[src/rtl/uart_rx_ctrl_pkg.sv]
// Shared types and defaults for the UART receive controller slice.
package uart_pkg;

    localparam int UART_PAYLOAD_BITS = 8;
    localparam int UART_FRAME_CYCLES = 80;

    typedef enum logic [1:0] {
        OFF   = 2'd0,
        ARM   = 2'd1,
        RUN   = 2'd2,
        DRAIN = 2'd3
    } rx_ctrl_state_t;

endpackage

[src/rtl/uart_rx_ctrl_if.sv]
// Receiver-side and software-read-side signals of the UART receive controller.
interface uart_rx_ctrl_if
    import uart_pkg::*;
#(
    parameter int PAYLOAD_BITS = UART_PAYLOAD_BITS,
    parameter int FIFO_DEPTH   = 8
);
    localparam int LW = $clog2(FIFO_DEPTH) + 1;

    logic                    rx_en;
    logic                    rx_valid;
    logic                    rx_break;
    logic [PAYLOAD_BITS-1:0] rx_data;
    logic                    rd_req;
    logic [PAYLOAD_BITS-1:0] rd_data;
    logic                    rd_valid;
    logic [LW-1:0]           level;

    modport slave  (output rx_en, rd_data, rd_valid, level,
                    input  rx_valid, rx_break, rx_data, rd_req);
    modport master (input  rx_en, rd_data, rd_valid, level,
                    output rx_valid, rx_break, rx_data, rd_req);

endinterface

[src/rtl/uart_rx_fifo.sv]
// Show-ahead receive FIFO; a push while full is accepted only if a pop frees a slot that cycle.
module uart_rx_fifo #(
    parameter int W     = 8,
    parameter int DEPTH = 8,
    parameter int LW    = $clog2(DEPTH) + 1
) (
    input  logic          clk,
    input  logic          rst_n,
    input  logic          push,
    input  logic [W-1:0]  wr_data,
    input  logic          pop,
    output logic [W-1:0]  rd_data,
    output logic          full,
    output logic          empty,
    output logic [LW-1:0] level
);
    localparam int AW = $clog2(DEPTH);

    logic [DEPTH-1:0][W-1:0] mem;
    logic [AW-1:0]           wr_ptr, rd_ptr;
    logic                    do_push, do_pop;

    assign empty   = (level == '0);
    assign full    = (level == LW'(DEPTH));
    assign do_pop  = pop && !empty;
    assign do_push = push && (!full || do_pop);
    assign rd_data = empty ? '0 : mem[rd_ptr];

    always_ff @(posedge clk) begin
        if (do_push) mem[wr_ptr] <= wr_data;
    end

    // Depth is a power of two, so pointer wrap is the natural overflow.
    always_ff @(posedge clk) begin
        if (!rst_n) begin
            wr_ptr <= '0;
            rd_ptr <= '0;
            level  <= '0;
        end else begin
            if (do_push) wr_ptr <= wr_ptr + 1'b1;
            if (do_pop)  rd_ptr <= rd_ptr + 1'b1;
            case ({do_push, do_pop})
                2'b10:   level <= level + 1'b1;
                2'b01:   level <= level - 1'b1;
                default: level <= level;
            endcase
        end
    end

endmodule

[src/rtl/uart_rx_ctrl.sv]
// UART receive controller: enable sequencing FSM, receive FIFO, sticky flags and irq.
// Optional idle-timeout flag built when UART_RX_TIMEOUT_EN is defined.
module uart_rx_ctrl
    import uart_pkg::*;
#(
    parameter int PAYLOAD_BITS   = UART_PAYLOAD_BITS,
    parameter int FIFO_DEPTH     = 8,
    parameter int WATERMARK      = 4,
    parameter int FRAME_CYCLES   = UART_FRAME_CYCLES,
    parameter int TIMEOUT_CYCLES = 256
) (
    input  logic           clk,
    input  logic           rst_n,
    input  logic           ctrl_en,
    input  logic           clr_err,
    uart_rx_ctrl_if.slave  bus,
    output logic           overrun,
    output logic           break_det,
    output logic           timeout,
    output logic           irq
);
    localparam int LW = $clog2(FIFO_DEPTH) + 1;
    localparam int CW = $clog2(FRAME_CYCLES) + 1;

    localparam logic [1:0] ST_OFF   = OFF;
    localparam logic [1:0] ST_ARM   = ARM;
    localparam logic [1:0] ST_RUN   = RUN;
    localparam logic [1:0] ST_DRAIN = DRAIN;

    if (FIFO_DEPTH < 2 || (FIFO_DEPTH & (FIFO_DEPTH - 1)) != 0) begin : g_bad_depth
        $error("FIFO_DEPTH must be a power of two >= 2");
    end
    if (WATERMARK < 1 || WATERMARK > FIFO_DEPTH || FRAME_CYCLES < 1 || TIMEOUT_CYCLES < 1) begin : g_bad_cfg
        $error("WATERMARK, FRAME_CYCLES or TIMEOUT_CYCLES out of range");
    end

    logic [1:0]    state, state_nxt;
    logic [CW-1:0] seq_cnt;
    logic          active, push_req, pop_req, brk_set, ovr_set;
    logic          fifo_full, fifo_empty;

    assign active   = (state == ST_RUN) || (state == ST_DRAIN);
    assign push_req = active && bus.rx_valid && !bus.rx_break;
    assign brk_set  = active && bus.rx_valid && bus.rx_break;
    assign pop_req  = bus.rd_req;
    assign ovr_set  = push_req && fifo_full && !pop_req;
    assign bus.rx_en    = (state != ST_OFF);
    assign bus.rd_valid = !fifo_empty;

    always_comb begin
        state_nxt = state;
        case (state)
            ST_OFF:   if (ctrl_en) state_nxt = ST_ARM;
            ST_ARM:   if (!ctrl_en) state_nxt = ST_OFF;
                      else if (seq_cnt == CW'(1)) state_nxt = ST_RUN;
            ST_RUN:   if (!ctrl_en) state_nxt = ST_DRAIN;
            ST_DRAIN: if (ctrl_en) state_nxt = ST_RUN;
                      else if (bus.rx_valid || seq_cnt == CW'(FRAME_CYCLES - 1)) state_nxt = ST_OFF;
            default:  state_nxt = ST_OFF;
        endcase
    end

    // seq_cnt times the synchronizer flush in ARM and the drain window in DRAIN.
    always_ff @(posedge clk) begin
        if (!rst_n) begin
            state   <= ST_OFF;
            seq_cnt <= '0;
        end else begin
            state <= state_nxt;
            if (state_nxt != state || !(state == ST_ARM || state == ST_DRAIN)) seq_cnt <= '0;
            else seq_cnt <= seq_cnt + 1'b1;
        end
    end

    uart_rx_fifo #(.W(PAYLOAD_BITS), .DEPTH(FIFO_DEPTH), .LW(LW)) u_fifo (
        .clk     (clk),
        .rst_n   (rst_n),
        .push    (push_req),
        .wr_data (bus.rx_data),
        .pop     (pop_req),
        .rd_data (bus.rd_data),
        .full    (fifo_full),
        .empty   (fifo_empty),
        .level   (bus.level)
    );

    always_ff @(posedge clk) begin
        if (!rst_n) begin
            overrun   <= 1'b0;
            break_det <= 1'b0;
            irq       <= 1'b0;
        end else begin
            if (ovr_set) overrun <= 1'b1;
            else if (clr_err) overrun <= 1'b0;
            if (brk_set) break_det <= 1'b1;
            else if (clr_err) break_det <= 1'b0;
            irq <= overrun || break_det || timeout || (bus.level >= LW'(WATERMARK));
        end
    end

`ifdef UART_RX_TIMEOUT_EN
    localparam int TW = $clog2(TIMEOUT_CYCLES) + 1;

    logic [TW-1:0] to_cnt;
    logic          do_push, do_pop, to_clr, to_inc, to_hit, to_flag;

    assign do_pop  = pop_req && !fifo_empty;
    assign do_push = push_req && (!fifo_full || pop_req);
    assign to_clr  = do_push || do_pop || (state_nxt != state);
    assign to_inc  = !to_clr && (state == ST_RUN) && !fifo_empty && (to_cnt != TW'(TIMEOUT_CYCLES));
    assign to_hit  = to_inc && (to_cnt == TW'(TIMEOUT_CYCLES - 1));
    assign timeout = to_flag;

    // Counter saturates at the threshold so a stale FIFO raises the flag once.
    always_ff @(posedge clk) begin
        if (!rst_n || to_clr) to_cnt <= '0;
        else if (to_inc) to_cnt <= to_cnt + 1'b1;
    end

    always_ff @(posedge clk) begin
        if (!rst_n) to_flag <= 1'b0;
        else if (to_hit) to_flag <= 1'b1;
        else if (do_pop || clr_err) to_flag <= 1'b0;
    end
`else
    assign timeout = 1'b0;
`endif

endmodule
[src/flat_wrapper.sv]
// flat-port wrapper written by rule: the top's interface ports become plain ports
module uart_rx_ctrl_flat import uart_pkg::*;
#(
    parameter int PAYLOAD_BITS   = UART_PAYLOAD_BITS,
    parameter int FIFO_DEPTH     = 8,
    parameter int WATERMARK      = 4,
    parameter int FRAME_CYCLES   = UART_FRAME_CYCLES,
    parameter int TIMEOUT_CYCLES = 256
)
  (clk, rst_n, ctrl_en, clr_err, overrun, break_det, timeout, irq, bus_rx_en, bus_rd_data, bus_rd_valid, bus_level, bus_rx_valid, bus_rx_break, bus_rx_data, bus_rd_req);
  uart_rx_ctrl_if #(.PAYLOAD_BITS(PAYLOAD_BITS), .FIFO_DEPTH(FIFO_DEPTH)) bus_i ();
  input  logic clk;
  input  logic rst_n;
  input  logic ctrl_en;
  input  logic clr_err;
  output logic overrun;
  output logic break_det;
  output logic timeout;
  output logic irq;
  output wire logic [$bits(bus_i.rx_en)-1:0] bus_rx_en;
  output wire logic [$bits(bus_i.rd_data)-1:0] bus_rd_data;
  output wire logic [$bits(bus_i.rd_valid)-1:0] bus_rd_valid;
  output wire logic [$bits(bus_i.level)-1:0] bus_level;
  input wire logic [$bits(bus_i.rx_valid)-1:0] bus_rx_valid;
  input wire logic [$bits(bus_i.rx_break)-1:0] bus_rx_break;
  input wire logic [$bits(bus_i.rx_data)-1:0] bus_rx_data;
  input wire logic [$bits(bus_i.rd_req)-1:0] bus_rd_req;
  assign bus_rx_en = bus_i.rx_en;
  assign bus_rd_data = bus_i.rd_data;
  assign bus_rd_valid = bus_i.rd_valid;
  assign bus_level = bus_i.level;
  assign bus_i.rx_valid = bus_rx_valid;
  assign bus_i.rx_break = bus_rx_break;
  assign bus_i.rx_data = bus_rx_data;
  assign bus_i.rd_req = bus_rd_req;
  uart_rx_ctrl #(.PAYLOAD_BITS(PAYLOAD_BITS), .FIFO_DEPTH(FIFO_DEPTH), .WATERMARK(WATERMARK), .FRAME_CYCLES(FRAME_CYCLES), .TIMEOUT_CYCLES(TIMEOUT_CYCLES)) u_core (.clk(clk), .rst_n(rst_n), .ctrl_en(ctrl_en), .clr_err(clr_err), .bus(bus_i), .overrun(overrun), .break_det(break_det), .timeout(timeout), .irq(irq));
endmodule
[config.mk]
export PLATFORM = sky130hd
export DESIGN_NAME = uart_rx_ctrl_flat
export DESIGN_NICKNAME = d
export VERILOG_FILES = /design/src/rtl/uart_rx_ctrl_pkg.sv /design/src/rtl/uart_rx_ctrl_if.sv /design/src/rtl/uart_rx_fifo.sv /design/src/rtl/uart_rx_ctrl.sv /design/src/flat_wrapper.sv
export SDC_FILE = /design/constraint.sdc
export NUM_CORES = 1
export LEC_CHECK = 0
export ABC_CLOCK_PERIOD_IN_PS = 3180
export CAP_MARGIN = 25
export CELL_PAD_IN_SITES_DETAIL_PLACEMENT = 0
export CELL_PAD_IN_SITES_GLOBAL_PLACEMENT = 1
export CORE_AREA = 2 2 89 91
export CTS_BUF_LIST = sky130_fd_sc_hd__clkbuf_8
export CTS_CLUSTER_DIAMETER = 30
export CTS_CLUSTER_SIZE = 30
export DETAILED_ROUTE_END_ITERATION = 8
export DIE_AREA = 0 0 91 93
export DONT_BUFFER_PORTS = 1
export GPL_TIMING_DRIVEN = 1
export PLACE_DENSITY = 0.85
export SLEW_MARGIN = 15
export SYNTH_ARGS = -nofsm -noshare
export SYNTH_HDL_FRONTEND = slang
export SYNTH_SLANG_ARGS = --single-unit
[constraint.sdc]
create_clock -name clk -period 3.18 [get_ports clk]
set_clock_uncertainty 0.2 [all_clocks]
set_input_delay 0.636 -clock clk [delete_from_list [all_inputs] [get_ports clk]]
set_output_delay 0.636 -clock clk [all_outputs]
set_load 0.01 [all_outputs]
# After elaboration in Yosys (flattened, before gate mapping)
# Index checks and enable logic that the tools add are counted.
dict set report classes {
  order_cmp 4
  muxes 17
  addsub 5
  shifts 0
  eq_ne 9
  bitwise_logic 1
  reduce_logical 27
  n_div 0
  n_mul 0
}
# operator count
set ops {}
lappend ops {{bitwise mux 64 bit} 1}
lappend ops {{binary-select mux 8 bit (select 3 bit)} 1}
lappend ops {{demux 8 bit (select 3 bit)} 1}
lappend ops {{two-way mux 8 bit} 3}
lappend ops {{two-way mux 2 bit} 6}
lappend ops {{adder 8 x 1 -> 8 bit (second input constant)} 1}
lappend ops {{== test 8 x 1 -> 1 bit (second input constant)} 1}
lappend ops {{== test 8 x 7 -> 1 bit (second input constant)} 1}
lappend ops {{logical AND 1 bit} 8}
lappend ops {{less-than comparator 3 x 4 -> 1 bit (second input constant)} 2}
lappend ops {{one-hot mux 2 bit (4 select lines)} 1}
lappend ops {{one-hot mux 4 bit (2 select lines)} 1}
lappend ops {{nonzero test 2 bit} 4}
lappend ops {{logical OR 1 bit} 7}
lappend ops {{adder 3 x 1 -> 3 bit (second input constant)} 2}
lappend ops {{== test 2 bit (second input constant)} 3}
lappend ops {{zero test 1 bit} 5}
lappend ops {{adder 4 x 1 -> 4 bit (second input constant)} 1}
lappend ops {{== test 2 x 1 -> 1 bit (second input constant)} 2}
lappend ops {{== test 4 bit (second input constant)} 1}
lappend ops {{greater-or-equal comparator 4 x 3 -> 1 bit (second input constant)} 1}
lappend ops {{zero test 4 bit} 1}
lappend ops {{subtractor 4 x 1 -> 4 bit (second input constant)} 1}
lappend ops {{greater-or-equal comparator 3 x 1 -> 1 bit (second input constant)} 1}
lappend ops {{5 further kinds} 7}
dict set report totals {
  rom_bits 0
  reg_bits 87
  ramBits 0
  inputBits 15
  latch_bits 0
  output_inout_bits 18
  n_memories 0
}

# Depth between registers and ports, before layout
dict set report depth {
  word_depth 8
  ltp_mapped 10
}

# Hierarchy
# A second synthesis with hierarchy kept.
dict set report unflattened {
  hier_cells 252
  hier_area_um2 3806.2
}
# module cells_per_inst area_per_inst_um2 n_inst seq_area_each_um2
set modules_own_cells {}
lappend modules_own_cells {uart_rx_fifo 181 3139.3 1 2122.0}
lappend modules_own_cells {uart_rx_ctrl 71 666.9 1 260.2}

# Worst setup path after synthesis
# Ideal clock, no wire load.
dict set report synth_path {
  path_type {register -> register}
  start {register u_core.u_fifo.level[0]}
  end {register u_core.u_fifo.level[3]}
  required_ns 2.908
  n_path_buf 1
  arrival_time_ns 2.487
  stages_incl_launch_ff 11
  slack_ns 0.422
  path_cell_list {dfxtp_1 -> nor4_4 -> inv_2 -> and2_4 -> buf_6 -> ha_1 -> ha_1 -> a21o_2 -> a21oi_1 -> mux2i_1 -> mux2i_1}
}
dict set report synth_via {
  elab_chain_cells 7
  elab_cells_between_ends 13
  classes_between {add/sub: 2; eq/ne: 3; mux: 1; reduce/logical: 7}
}
# element line
set synth_lines {}
lappend synth_lines {{start: declaration} uart_rx_fifo.sv:15} ;# output logic [LW-1:0] level
lappend synth_lines {{start signal: assignment} uart_rx_fifo.sv:43} ;# 2'b10: level <= level + 1'b1;
lappend synth_lines {{start signal: assignment} uart_rx_fifo.sv:44} ;# 2'b01: level <= level - 1'b1;
lappend synth_lines {{start signal: assignment} uart_rx_fifo.sv:45} ;# default: level <= level;
lappend synth_lines {{zero test 4 bit *} uart_rx_fifo.sv:23} ;# assign empty = (level == '0);
lappend synth_lines {{zero test 1 bit *} --}
lappend synth_lines {{via bus_rd_valid} flat_wrapper.sv:22} ;# output wire logic [$bits(bus_i.rd_valid)-1:0] bus_rd_valid;
lappend synth_lines {{logical AND 1 bit *} uart_rx_fifo.sv:25} ;# assign do_pop = pop && !empty;
lappend synth_lines {{via u_core.u_fifo.do_pop} uart_rx_fifo.sv:21} ;# logic do_push, do_pop;
lappend synth_lines {{logical OR 1 bit} uart_rx_fifo.sv:26} ;# assign do_push = push && (!full || do_pop);
lappend synth_lines {{logical AND 1 bit} uart_rx_fifo.sv:26}
lappend synth_lines {{== test 2 x 1 -> 1 bit / == test 2 bit (equally long branches)} uart_rx_fifo.sv:42} ;# case ({do_push, do_pop})
lappend synth_lines {{one-hot mux 4 bit (2 select lines) / nonzero test 2 bit (equally long branches)} --}
# Mark *: on every way through the listed nets, which the timed path passes. The rest lies on a longest branch.
# A chain may end at the register's enable or synchronous reset.

# Final worst setup path
dict set report layout_path {
  start {register u_core.u_fifo.rd_ptr[0]}
  end {output bus_rd_data[2]}
}
dict set report layout_via {
  elab_chain_cells 3
}
# element line
set layout_lines {}
lappend layout_lines {{start: declaration} uart_rx_fifo.sv:20} ;# logic [AW-1:0] wr_ptr, rd_ptr;
lappend layout_lines {{start signal: assignment} uart_rx_fifo.sv:41} ;# if (do_pop) rd_ptr <= rd_ptr + 1'b1;
lappend layout_lines {{binary-select mux 8 bit (select 3 bit)} uart_rx_fifo.sv:27} ;# assign rd_data = empty ? '0 : mem[rd_ptr];
lappend layout_lines {{two-way mux 8 bit (implied by the code)} uart_rx_fifo.sv:27}
lappend layout_lines {{two-way mux 8 bit} uart_rx_fifo.sv:27}
lappend layout_lines {{end: declaration} flat_wrapper.sv:21} ;# output wire logic [$bits(bus_i.rd_data)-1:0] bus_rd_data;
# Every way passes these cells. The select of a mux whose other input is x is not followed.

==> impl_metrics.env <==
export IMPL_cts_repair_resized=0
export IMPL_status="complete, no violations"
export IMPL_hp_class="input pin to flop"
export IMPL_finalHoldViolCount=0
export IMPL_mostFrequentLayoutCells="edfxtp_1, nor2_1, dfxtp_1, mux4_2, buf_4"
export IMPL_cts_buffers=9
export IMPL_synth_top_cell_area_share_pct=52.5
export IMPL_slew_headroom_pct=56.1
export IMPL_fp_dieW_um=91
export IMPL_antennaDiodeCount=0
export IMPL_grt_total_usage_pct=15.4
export IMPL_cts_sinks=87
export IMPL_slowest_stage="mux4_2"
export IMPL_drive_above_1_share_pct=19.8
export IMPL_powerDensity_mw_per_mm2=505
export IMPL_core_mm2=0.00753
export IMPL_grt_pass1_vias=1901
export IMPL_finalPower_mw=2.03
export IMPL_synth_ff_type="edfxtp_1"
export IMPL_vias=1899
export IMPL_maxSlewViolCount=0
export IMPL_cts_max_level=3
export IMPL_post_drt_wl_per_cell_um=17.0
export IMPL_cts_tree="done"
export IMPL_clk_insertion_delay_late_ps=360
export IMPL_synth_edf_count=64
export IMPL_netlist_area_mm2=0.00366
export IMPL_place_hpwl_um=4050
export IMPL_setup_tns_final_ps=0
export IMPL_pin_count=33
export IMPL_clk_pin_slew_ps=90
export IMPL_hold_start="ctrl_en"
export IMPL_path_cells="buf_4 -> mux4_2 -> mux2i_1 -> nor2_1"
export IMPL_worst_setup_path_type="flop to output pin"
export IMPL_syn_nets=261
export IMPL_ant_nets=0
export IMPL_yosysSeqAreaShare_pct=65.0
export IMPL_startpoint="u_core.u_fifo.rd_ptr[0]"
export IMPL_final_nets=275
export IMPL_drtIter0Drc=99
export IMPL_postSynthCellCount=238
export IMPL_port_buffers=0
export IMPL_crit_required_ps=2340
export IMPL_crit_fanout=16
export IMPL_cts_hold_buf=0
export IMPL_ir_worst_vdd_mv=0.232
export IMPL_clockBufferDepth=2
export IMPL_drc=0
export IMPL_netlist_cell_type_count=47
export IMPL_maxCapViolCount=0
export IMPL_max_freq_mhz=362
export IMPL_yosys_area_top_type="edfxtp_1"
export IMPL_gp_congestion=0.732
export IMPL_crit_arrival_ps=1920
export IMPL_fp_dieArea_mm2=0.00846
export IMPL_cts_root_buf="clkbuf_8"
export IMPL_synthArstFlopShare_pct=0
export IMPL_cp_slowest_stage_delay_ps=550
export IMPL_via_per_inst=5.29
export IMPL_synth_warnings=0
export IMPL_wirelength_um=6090
export IMPL_dieHeight_um=93
export IMPL_tightest_slew_ps=657
export IMPL_final_common_cell="edfxtp_1"
export IMPL_avgSynthCellArea_um2=15.4
export IMPL_antenna_found_initial=0
export IMPL_cts_setup_buffers=0
export IMPL_finalCritPeriodShare_pct=86.8
export IMPL_overflow=0
export IMPL_leakage_nw=1.32
export IMPL_rows=32
export IMPL_dr_pass1_iters=4
export IMPL_fillers=634
export IMPL_crit_path_end_kind="output pin"
export IMPL_grt_pass1_wl_um=9650
export IMPL_grt_setup_unrepaired="no"
export IMPL_setup_viol=0
export IMPL_r2r_start="u_core.u_fifo.level[0]"
export IMPL_syn2layout_area_growth_pct=9.87
export IMPL_synth_ff_latch_count=87
export IMPL_period_minus_slack_ps=2760
export IMPL_grt_max_degree=20
export IMPL_start_util_pct=48.7
export IMPL_synthTopCellsByArea="edfxtp_1, dfxtp_1, mux4_2"
export IMPL_start_kind="flop"
## layer usage
layer	GRT usage (%)	part of all wire [%]
met1	17.8	41
met3	4.92	4.5
met2	26.9	52
met5	0	0
met4	6.06	1.7
## registers in the layout, indices dropped and copies added (netlist names)
| register | flops |
|---|---|
| u_core.break_det | 1 |
| u_core.irq | 1 |
| u_core.overrun | 1 |
| u_core.seq_cnt | 8 |
| u_core.state | 2 |
| u_core.u_fifo.level | 4 |
| u_core.u_fifo.mem | 64 |
| u_core.u_fifo.rd_ptr | 3 |
| u_core.u_fifo.wr_ptr | 3 |
## final timing paths
| kind | end | cells after the start | slack (ps) |
|---|---|---|---|
| max | bus_rd_data[2] | 4 | 420 |
| min | u_core.state[0] | 1 | 170 |
| max reg2reg | u_core.u_fifo.level[3] | 9 | 560 |
| min reg2reg | u_core.seq_cnt[0] | 1 | 280 |
## cells in the mapped netlist (all sizes together), types with 7 or more instances
cell type,n
buf,7
mux4,16
ha,7
nand2,8
and2,7
mux2i,12
dfxtp,23
nor2,27
edfxtp,64
inv,8
## kinds of logic after synthesis
family          share of synthesized area (%)
flops                                    65.0
simple gates                             10.1
buf+inv                                  2.94
mux                                      13.1
fa+ha+maj                                2.94
compound gates                           3.35
xor+xnor                                 2.39
other cells                             0.102
## per-stage QoR
step / utilization (%) / cells / worst slack (ps) / hold WS, ps / area, µm²
final: 53.5 / 359 / 420 / 166 / 4030
after floorplan: - / 238 / 422 / 241 / 3660
after global placement: 50.6 / 343 / 506 / 261 / 3810
after detailed placement: 50.6 / 343 / 470 / 268 / 3810
after global routing: 53.5 / 359 / 264 / 144 / 4030
after CTS: 53.5 / 359 / 353 / 153 / 4030
## worst max-delay path: cells and delay by family (launching register included)
| family | cells | cell delay [ps] |
|---|---|---|
| flip-flops | 1 | 390 |
| multiplexers | 2 | 730 |
| AND/OR/NAND/NOR | 1 | 100 |
| buffers and inverters | 1 | 340 |
## power breakdown
group	internal [mW]	total, mW	switching (mW)	leakage (nW)
Sequential	1.22	1.22	0.00296	0.761
Clock	0.380	0.794	0.414	0.101
Combinational	0.00920	0.0185	0.00930	0.459
Total	1.61	2.03	0.426	1.32
## layout make-up
type	instances	area (µm²)	share of cell area, %
Clock buffer	9	124	3.08
Clock inverter	7	90.1	2.24
Inverter	8	30.0	0.746
Multi-Input combinational cell	133	1170	29.2
Sequential cell	87	2380	59.2
Tap cell	102	128	3.17
Timing Repair Buffer	13	97.6	2.42
Note: power is estimated with default switching activity, not from simulation.
